`config.mk`:
```
export PLATFORM = sky130hd
export DESIGN_NAME = shift_out_serializer_flat
export DESIGN_NICKNAME = d
export VERILOG_FILES = /design/src/rtl/shift_out_serializer_pkg.sv /design/src/rtl/shift_out_serializer_if.sv /design/src/rtl/shift_out_serializer_timer.sv /design/src/rtl/shift_out_serializer.sv /design/src/flat_wrapper.sv
export SDC_FILE = /design/constraint.sdc
export NUM_CORES = 1
export LEC_CHECK = 0
export ABC_AREA = 1
export BUFFER_PORTS_ARGS = -buffer_cell sky130_fd_sc_hd__clkbuf_2
export CAP_MARGIN = 0
export CELL_PAD_IN_SITES_DETAIL_PLACEMENT = 1
export CELL_PAD_IN_SITES_GLOBAL_PLACEMENT = 2
export CORE_UTILIZATION = 34
export DETAILED_ROUTE_END_ITERATION = 7
export PLACE_DENSITY = 0.78
export SYNTH_ARGS = -nofsm -noshare
export SYNTH_HDL_FRONTEND = slang
export SYNTH_SLANG_ARGS = --single-unit
```
`constraint.sdc`:
```
create_clock -name clock -period 2 [get_ports clock]
set_input_delay 0.1 -clock clock [delete_from_list [all_inputs] [get_ports clock]]
set_output_delay 0.1 -clock clock [all_outputs]
set_load 0.005 [all_outputs]
```
`src/rtl/shift_out_serializer_pkg.sv`:
```
// rtl/shift_out_serializer_pkg.sv - shared types and defaults for the shift-out serializer
package shift_out_pkg;

   typedef enum logic {
      IDLE  = 1'b0,
      SHIFT = 1'b1
   } state_e;

   localparam int DEFAULT_WIDTH  = 10;
   localparam int DEFAULT_PERIOD = 4194304;

endpackage

```
`src/rtl/shift_out_serializer_if.sv`:
```
// rtl/shift_out_serializer_if.sv - button/switch inputs and serial/status outputs of the serializer
interface shift_out_serializer_if
   import shift_out_pkg::*;
#(
   parameter int WIDTH = DEFAULT_WIDTH
) ();

   logic             start_n;
   logic [WIDTH-1:0] data;
   logic             serial_out;
   logic             busy;
   logic             done;
   logic [WIDTH-1:0] remaining;

   modport master (
      output start_n, data,
      input  serial_out, busy, done, remaining
   );

   modport slave (
      input  start_n, data,
      output serial_out, busy, done, remaining
   );

endinterface

```
`src/rtl/shift_out_serializer_timer.sv`:
```
// rtl/shift_out_serializer_timer.sv - restartable 0..PERIOD-1 counter with a wrap strobe
module restartable_timer
   import shift_out_pkg::*;
#(
   parameter int PERIOD = DEFAULT_PERIOD
) (
   input  logic clock,
   input  logic reset_n,
   input  logic clear,
   input  logic enable,
   output logic strobe
);

   localparam int            TW   = (PERIOD > 1) ? $clog2(PERIOD) : 1;
   localparam logic [TW-1:0] LAST = TW'(PERIOD - 1);

   logic [TW-1:0] count_q, count_d;

   // Explicit compare keeps non-power-of-two periods exact.
   assign strobe = enable && (count_q == LAST);

   always_comb begin
      count_d = count_q;
      if (clear) begin
         count_d = '0;
      end else if (enable) begin
         count_d = (count_q == LAST) ? '0 : count_q + 1'b1;
      end
   end

   always_ff @(posedge clock or negedge reset_n) begin
      if (!reset_n) begin
         count_q <= '0;
      end else begin
         count_q <= count_d;
      end
   end

endmodule

```
`src/rtl/shift_out_serializer.sv`:
```
// rtl/shift_out_serializer.sv - captures a word on a button press and shifts it out LSB-first
module shift_out_serializer
   import shift_out_pkg::*;
#(
   parameter int WIDTH  = DEFAULT_WIDTH,
   parameter int PERIOD = DEFAULT_PERIOD
) (
   input  logic                   clock,
   input  logic                   reset_n,
   shift_out_serializer_if.slave  bus
);

   localparam int            CW       = $clog2(WIDTH);
   localparam logic [CW-1:0] CNT_LOAD = CW'(WIDTH - 1);

   logic             s1_q, s1_d, s2_q, s2_d, prev_q, prev_d;
   state_e           state_q, state_d;
   logic             serial_q, serial_d;
   logic             busy_q, busy_d;
   logic             done_q, done_d;
   logic [WIDTH-1:0] remaining_q, remaining_d;
   logic [CW-1:0]    bit_cnt_q, bit_cnt_d;
   logic             start_pulse;
   logic             timer_clear;
   logic             strobe;

   restartable_timer #(.PERIOD(PERIOD)) u_timer (
      .clock   (clock),
      .reset_n (reset_n),
      .clear   (timer_clear),
      .enable  (state_q == SHIFT),
      .strobe  (strobe)
   );

   // Falling edge of the synchronized button, so a long hold yields one pulse.
   assign start_pulse = prev_q & ~s2_q;

   always_comb begin
      s1_d        = bus.start_n;
      s2_d        = s1_q;
      prev_d      = s2_q;
      state_d     = state_q;
      serial_d    = serial_q;
      busy_d      = busy_q;
      done_d      = 1'b0;
      remaining_d = remaining_q;
      bit_cnt_d   = bit_cnt_q;
      timer_clear = 1'b0;
      case (state_q)
         IDLE: begin
            if (start_pulse) begin
               remaining_d = bus.data;
               serial_d    = bus.data[0];
               bit_cnt_d   = CNT_LOAD;
               timer_clear = 1'b1;
               busy_d      = 1'b1;
               state_d     = SHIFT;
            end
         end
         SHIFT: begin
            if (strobe) begin
               if (bit_cnt_q != '0) begin
                  remaining_d = {1'b0, remaining_q[WIDTH-1:1]};
                  serial_d    = remaining_q[1];
                  bit_cnt_d   = bit_cnt_q - 1'b1;
               end else begin
                  state_d     = IDLE;
                  busy_d      = 1'b0;
                  done_d      = 1'b1;
                  serial_d    = 1'b0;
                  remaining_d = '0;
               end
            end
         end
         default: state_d = IDLE;
      endcase
   end

   always_ff @(posedge clock or negedge reset_n) begin
      if (!reset_n) begin
         s1_q        <= 1'b1;
         s2_q        <= 1'b1;
         prev_q      <= 1'b1;
         state_q     <= IDLE;
         serial_q    <= 1'b0;
         busy_q      <= 1'b0;
         done_q      <= 1'b0;
         remaining_q <= '0;
         bit_cnt_q   <= '0;
      end else begin
         s1_q        <= s1_d;
         s2_q        <= s2_d;
         prev_q      <= prev_d;
         state_q     <= state_d;
         serial_q    <= serial_d;
         busy_q      <= busy_d;
         done_q      <= done_d;
         remaining_q <= remaining_d;
         bit_cnt_q   <= bit_cnt_d;
      end
   end

   assign bus.serial_out = serial_q;
   assign bus.busy       = busy_q;
   assign bus.done       = done_q;
   assign bus.remaining  = remaining_q;

endmodule

```
`src/flat_wrapper.sv`:
```
// flat-port wrapper written by rule: the top's interface ports become plain ports
module shift_out_serializer_flat import shift_out_pkg::*;
#(
   parameter int WIDTH  = DEFAULT_WIDTH,
   parameter int PERIOD = DEFAULT_PERIOD
)
  (clock, reset_n, bus_start_n, bus_data, bus_serial_out, bus_busy, bus_done, bus_remaining);
  shift_out_serializer_if #(.WIDTH(WIDTH)) bus_i ();
  input  logic clock;
  input  logic reset_n;
  input wire logic [$bits(bus_i.start_n)-1:0] bus_start_n;
  input wire logic [$bits(bus_i.data)-1:0] bus_data;
  output wire logic [$bits(bus_i.serial_out)-1:0] bus_serial_out;
  output wire logic [$bits(bus_i.busy)-1:0] bus_busy;
  output wire logic [$bits(bus_i.done)-1:0] bus_done;
  output wire logic [$bits(bus_i.remaining)-1:0] bus_remaining;
  assign bus_i.start_n = bus_start_n;
  assign bus_i.data = bus_data;
  assign bus_serial_out = bus_i.serial_out;
  assign bus_busy = bus_i.busy;
  assign bus_done = bus_i.done;
  assign bus_remaining = bus_i.remaining;
  shift_out_serializer #(.WIDTH(WIDTH), .PERIOD(PERIOD)) u_core (.clock(clock), .reset_n(reset_n), .bus(bus_i));
endmodule
```
Word level (Yosys, flattened, before mapping). Cells that the tools add are included.

Add/sub/neg operators: 2. Eq/ne operators: 5. Multiplexer cells: 27. Bitwise gates (word level): 3. Reductions and logical operators: 6.

Operators by type and width (number): $mux W22 (3); $add A22 B1 Y22 const B (1); $eq A22 B22 Y1 const B (1); $mux W10 (2); $pmux W10 S2 (1); $mux W1 (13); $mux W4 (3); $mux W9 (1); $pmux W4 S2 (1); $ne A2 B2 Y1 const B (3); $pmux W1 S2 (3); $reduce_and A3 Y1 (2); $reduce_bool A4 Y1 (1); $sub A4 B1 Y4 const B (1); $ne A2 B1 Y1 const B (1); $not A1 Y1 (2); $reduce_and A2 Y1 (1); $reduce_bool A2 Y1 (1); $and A1 B1 Y1 (1); $logic_and A1 B1 Y1 (1).

Flip-flop bits (word level): 43. Bits of input ports: 13. Output and inout port bits: 13. Logic and storage cells: 53.

Longest topological paths before layout.
Depth after elaboration: 5. Depth in mapped cells: 10. Depth with buffers taken out: 10.

Hierarchy. A second synthesis with hierarchy kept.

Cells, all modules: 322. Area, all modules: 2417.3 um2.

By module, submodules not included: restartable_timer (instances 1, cells an instance 184, area an instance 1341.3 um2, sequential area each 550.5 um2); shift_out_serializer (instances 1, cells an instance 138, area an instance 1076.0 um2, sequential area each 504.2 um2).

Worst setup path after synthesis. No wires, ideal clock.

Path type: reg-to-reg. Start point: register u_core.u_timer.count_q[0]. End point: register u_core.remaining_q[9] (netlist: u_core.bus.remaining[9]). Setup time: 126 ps. Data arrival time: 1432 ps. Required time: 1874 ps. Setup slack: 442 ps. Cell stages (with the launch flop): 10. Cell sequence: dfrtp_1 ha_1 nand2_2 nor2_4 nand2_4 nor2_4 nand3_4 nand2_4 buf_8 o21ai_0.

Cells in the longest elaborated chain, start to end: 4.

Ends and longest elaborated chain: start, declared (RTL line shift_out_serializer_timer.sv:17) `logic [TW-1:0] count_q, count_d;`; start signal, assigned (RTL line shift_out_serializer_timer.sv:35) `count_q <= count_d;`; $eq A22 B22 Y1 (RTL line shift_out_serializer_timer.sv:20) `assign strobe = enable && (count_q == LAST);`; $logic_and A1 B1 Y1 (RTL line shift_out_serializer_timer.sv:20); $ne A2 B2 Y1 (no line); $reduce_and A2 Y1 (no line); end signal, assigned (RTL line shift_out_serializer.sv:98) `remaining_q <= remaining_d;`; end, declared (RTL line shift_out_serializer.sv:21) `logic [WIDTH-1:0] remaining_q, remaining_d;`.

Every way passes these cells. A chain may end at the register's enable or synchronous reset.

Worst setup path in the final report.
Start point: register u_core.u_timer.count_q[0]. End point: register u_core.u_timer.count_q[9].

Cells in the longest elaborated chain, start to end: 4.

Ends and longest elaborated chain: $add A22 B1 Y22 / $eq A22 B22 Y1 (equally long branches) (RTL line shift_out_serializer_timer.sv:27) `count_d = (count_q == LAST) ? '0 : count_q + 1'b1;`; $mux W22 (*) (RTL line shift_out_serializer_timer.sv:27); $mux W22 (*) (RTL line shift_out_serializer_timer.sv:26) `end else if (enable) begin`; $mux W22 (*) (RTL line shift_out_serializer_timer.sv:24) `if (clear) begin`.

Every way passes the cells marked *; elsewhere a longest branch is shown, timed or not. The select of a mux whose other input is x is not followed.

==> impl_metrics.yaml <==
timing:
  slew-limit-headroom_pct: 63.0
  max_clock_freq_ghz: 0.565
  fin_skew_ns: 0.00807
  report.final.slew_viol_count: 0
  setup_viol: 0
  period_needed_ns: 1.77
  hold_viol: 0
  rsz0062_at_grt: "false"
  worstMarginPinSlew_ns: 0.555
  tns_ns: 0
  timing.final.crit_share_pct: 88.6
setup_path:
  cp-startpoint: "u_core.u_timer.count_q[0]"
  cp-end-kind: "flop"
  crit_fanout: 10
  required_ns: 2.18
  timing.rr.start: "u_core.u_timer.count_q[0]"
  crit_path_start_kind: "flop"
  cp.arrival_ns: 1.95
  critPathKind: "flop to flop"
clocking:
  clk_latency_ns: 0.30
  cts-root-buf: "clkbuf_8"
  cts_max_level: 2
  ctsHoldBuffers: 2
  cts.repair.resized: 0
  clkTransAtPathRegs_ns: 0.09
  clkSinkCount: 42
  cts_tree: "done"
  cts_buffers: 5
  clockBufferDepth: 2
  cts_setup_buffers: 0
routing:
  wire_per_inst_um: 13.3
  dr_total_vias: 2074
  ant_nets: 0
  vias_per_cell: 4.62
  firstDrtPassIters: 4
  drt-initial-drc-count: 46
  wl_um: 5980
  drc: 0
placed_design:
  place_congestion: 0.816
  hpwl_um: 4530
  dp.cells: 439
  place.port_buffers: 25
yosys:
  synth_warnings: 0
  syn-mean-instance-area_um2: 7.57
  synth_nets: 331
  ys_seq_elements: 42
  synth_edf_count: 0
  netlist_area_um2: 2390
  synth_ff_type: "dfrtp_1"
  seq_area_frac_synth_pct: 44.2
  syn_inst: 315
  synthArstFlopShare_pct: 100
  ys_types: 28
floorplanning:
  rows: 30
  start_util_pct: 35.1
  die_y_um: 85.8
  io_pins: 26
  die_x_um: 85.8
  coreArea_um2: 6790
  die_area_um2: 7360
run:
  drv_cap: 0
power:
  total_power_uw: 2340
  leakage_uw: 0.00136
  ir_drop_v: 0.000326
  p_per_area_nw_per_um2: 836
global_routing:
  antenna_found_initial: 0
  grt_pass1_vias: 2151
  grt_use_total_pct: 18.0
  grt_max_degree: 43
  grt_pass1_wl_um: 10400
  overflow: 0
min_path:
  hp-start: "bus_data[9]"
  hold_class: "primary input to flop"
cells_and_area:
  multiInputGateArea_um2: 1130
  largest_reg_flops: 22
  regArea_um2: 1050
  fillers: 868
  areaGrowthSynthToFinish_pct: 17.5
  layoutNonFillerInstCount: 449
  finalNetCount: 368
  top_register: "u_core.u_timer.count_q"
  drive_gt1_share_pct: 18.7
  layout_common_cells: "106 x nand2_1, 39 x inv_1, 39 x dfrtp_1, 30 x o21ai_0, 25 x clkbuf_2"
  final_common_cell: "nand2_1"
  antenna_cells: 0
run_status:
  status: "finished, final reports clean"
-- metal layers --
metal,vias to the layer above,wire [µm],track usage [%]
met3,4,195,3.75
li1,1061,-,-
met4,0,45,3.64
met2,26,2780,30.0
met1,983,2960,24.2
met5,-,0,0
-- path summary, 6_finish.rpt --
path	end	slack, ns	cells after the start
worst min register to register	u_core.prev_d	0.36	0
min in group asynchronous	u_core.u_timer.count_q[2]	0.41	3
max in group asynchronous	u_core.prev_q	1.20	3
worst min-delay path	u_core.bus.remaining[9]	0.01	3
worst max register to register	u_core.u_timer.count_q[9]	0.23	9
worst max-delay path	u_core.u_timer.count_q[9]	0.23	9
-- cell families after synthesis --
group / share of synthesized area [%]
AND/OR/NAND/NOR: 33.4
buffers and inverters: 8.34
flip-flops: 44.2
AO/OA/AOI/OAI: 8.81
XOR/XNOR: 3.67
adder cells (fa/ha/maj): 1.57
-- cell type report --
| type | instances | area share, % |
|---|---|---|
| Sequential cell | 42 | 37.6 |
| Inverter | 40 | 5.35 |
| Tap cell | 96 | 4.28 |
| Timing Repair Buffer | 36 | 8.48 |
| Clock buffer | 5 | 2.45 |
| Clock inverter | 3 | 1.43 |
| Multi-Input combinational cell | 227 | 40.4 |
-- where the power goes --
group | internal, µW | switching [µW] | total, µW
Sequential | 991 | 125 | 1120
Combinational | 227 | 321 | 548
Clock | 368 | 313 | 681
-- metrics by stage --
step | worst slack (ns) | instance area [µm²] | util, % | hold slack, ns
after floorplan | 0.442 | 2390 | - | -0.196
after global placement | 0.278 | 2680 | 39.4 | 0.189
after detailed placement | 0.213 | 2680 | 39.4 | 0.189
after CTS | 0.215 | 2800 | 41.3 | 0.00407
after global routing | 0.0238 | 2800 | 41.3 | 0.0163
final | 0.229 | 2800 | 41.3 | 0.0109
-- critical path, cell delays in order, from the launching register on --
cell	delay (ns)
dfrtp_1	0.44
ha_1	0.23
nand2_2	0.08
nor2_4	0.16
nand2_4	0.09
nor2_4	0.16
nand2_1	0.08
nand2_2	0.12
buf_4	0.19
o21ai_0	0.09
-- cell usage after synthesis (2+ instances only) --
cell type / number / share of area (%)
o21ai_0: 30 / 6.3
nand2_1: 106 / 17
ha_1: 3 / 1.6
inv_1: 39 / 6.1
nor2_4: 4 / 1.9
o21bai_1: 3 / 0.94
nand2_4: 2 / 0.94
o22ai_1: 2 / 0.52
nor2_2: 3 / 0.79
or2_2: 2 / 0.52
dfrtp_1: 39 / 41
dfstp_2: 3 / 3.3
xnor2_1: 3 / 1.1
xor2_1: 7 / 2.6
buf_8: 2 / 1.3
nand4_1: 7 / 1.8
nand2_2: 6 / 1.6
clkbuf_1: 3 / 0.47
nand3_1: 22 / 4.6
nor2_1: 21 / 3.3
Note: power is estimated with default switching activity, not from simulation.
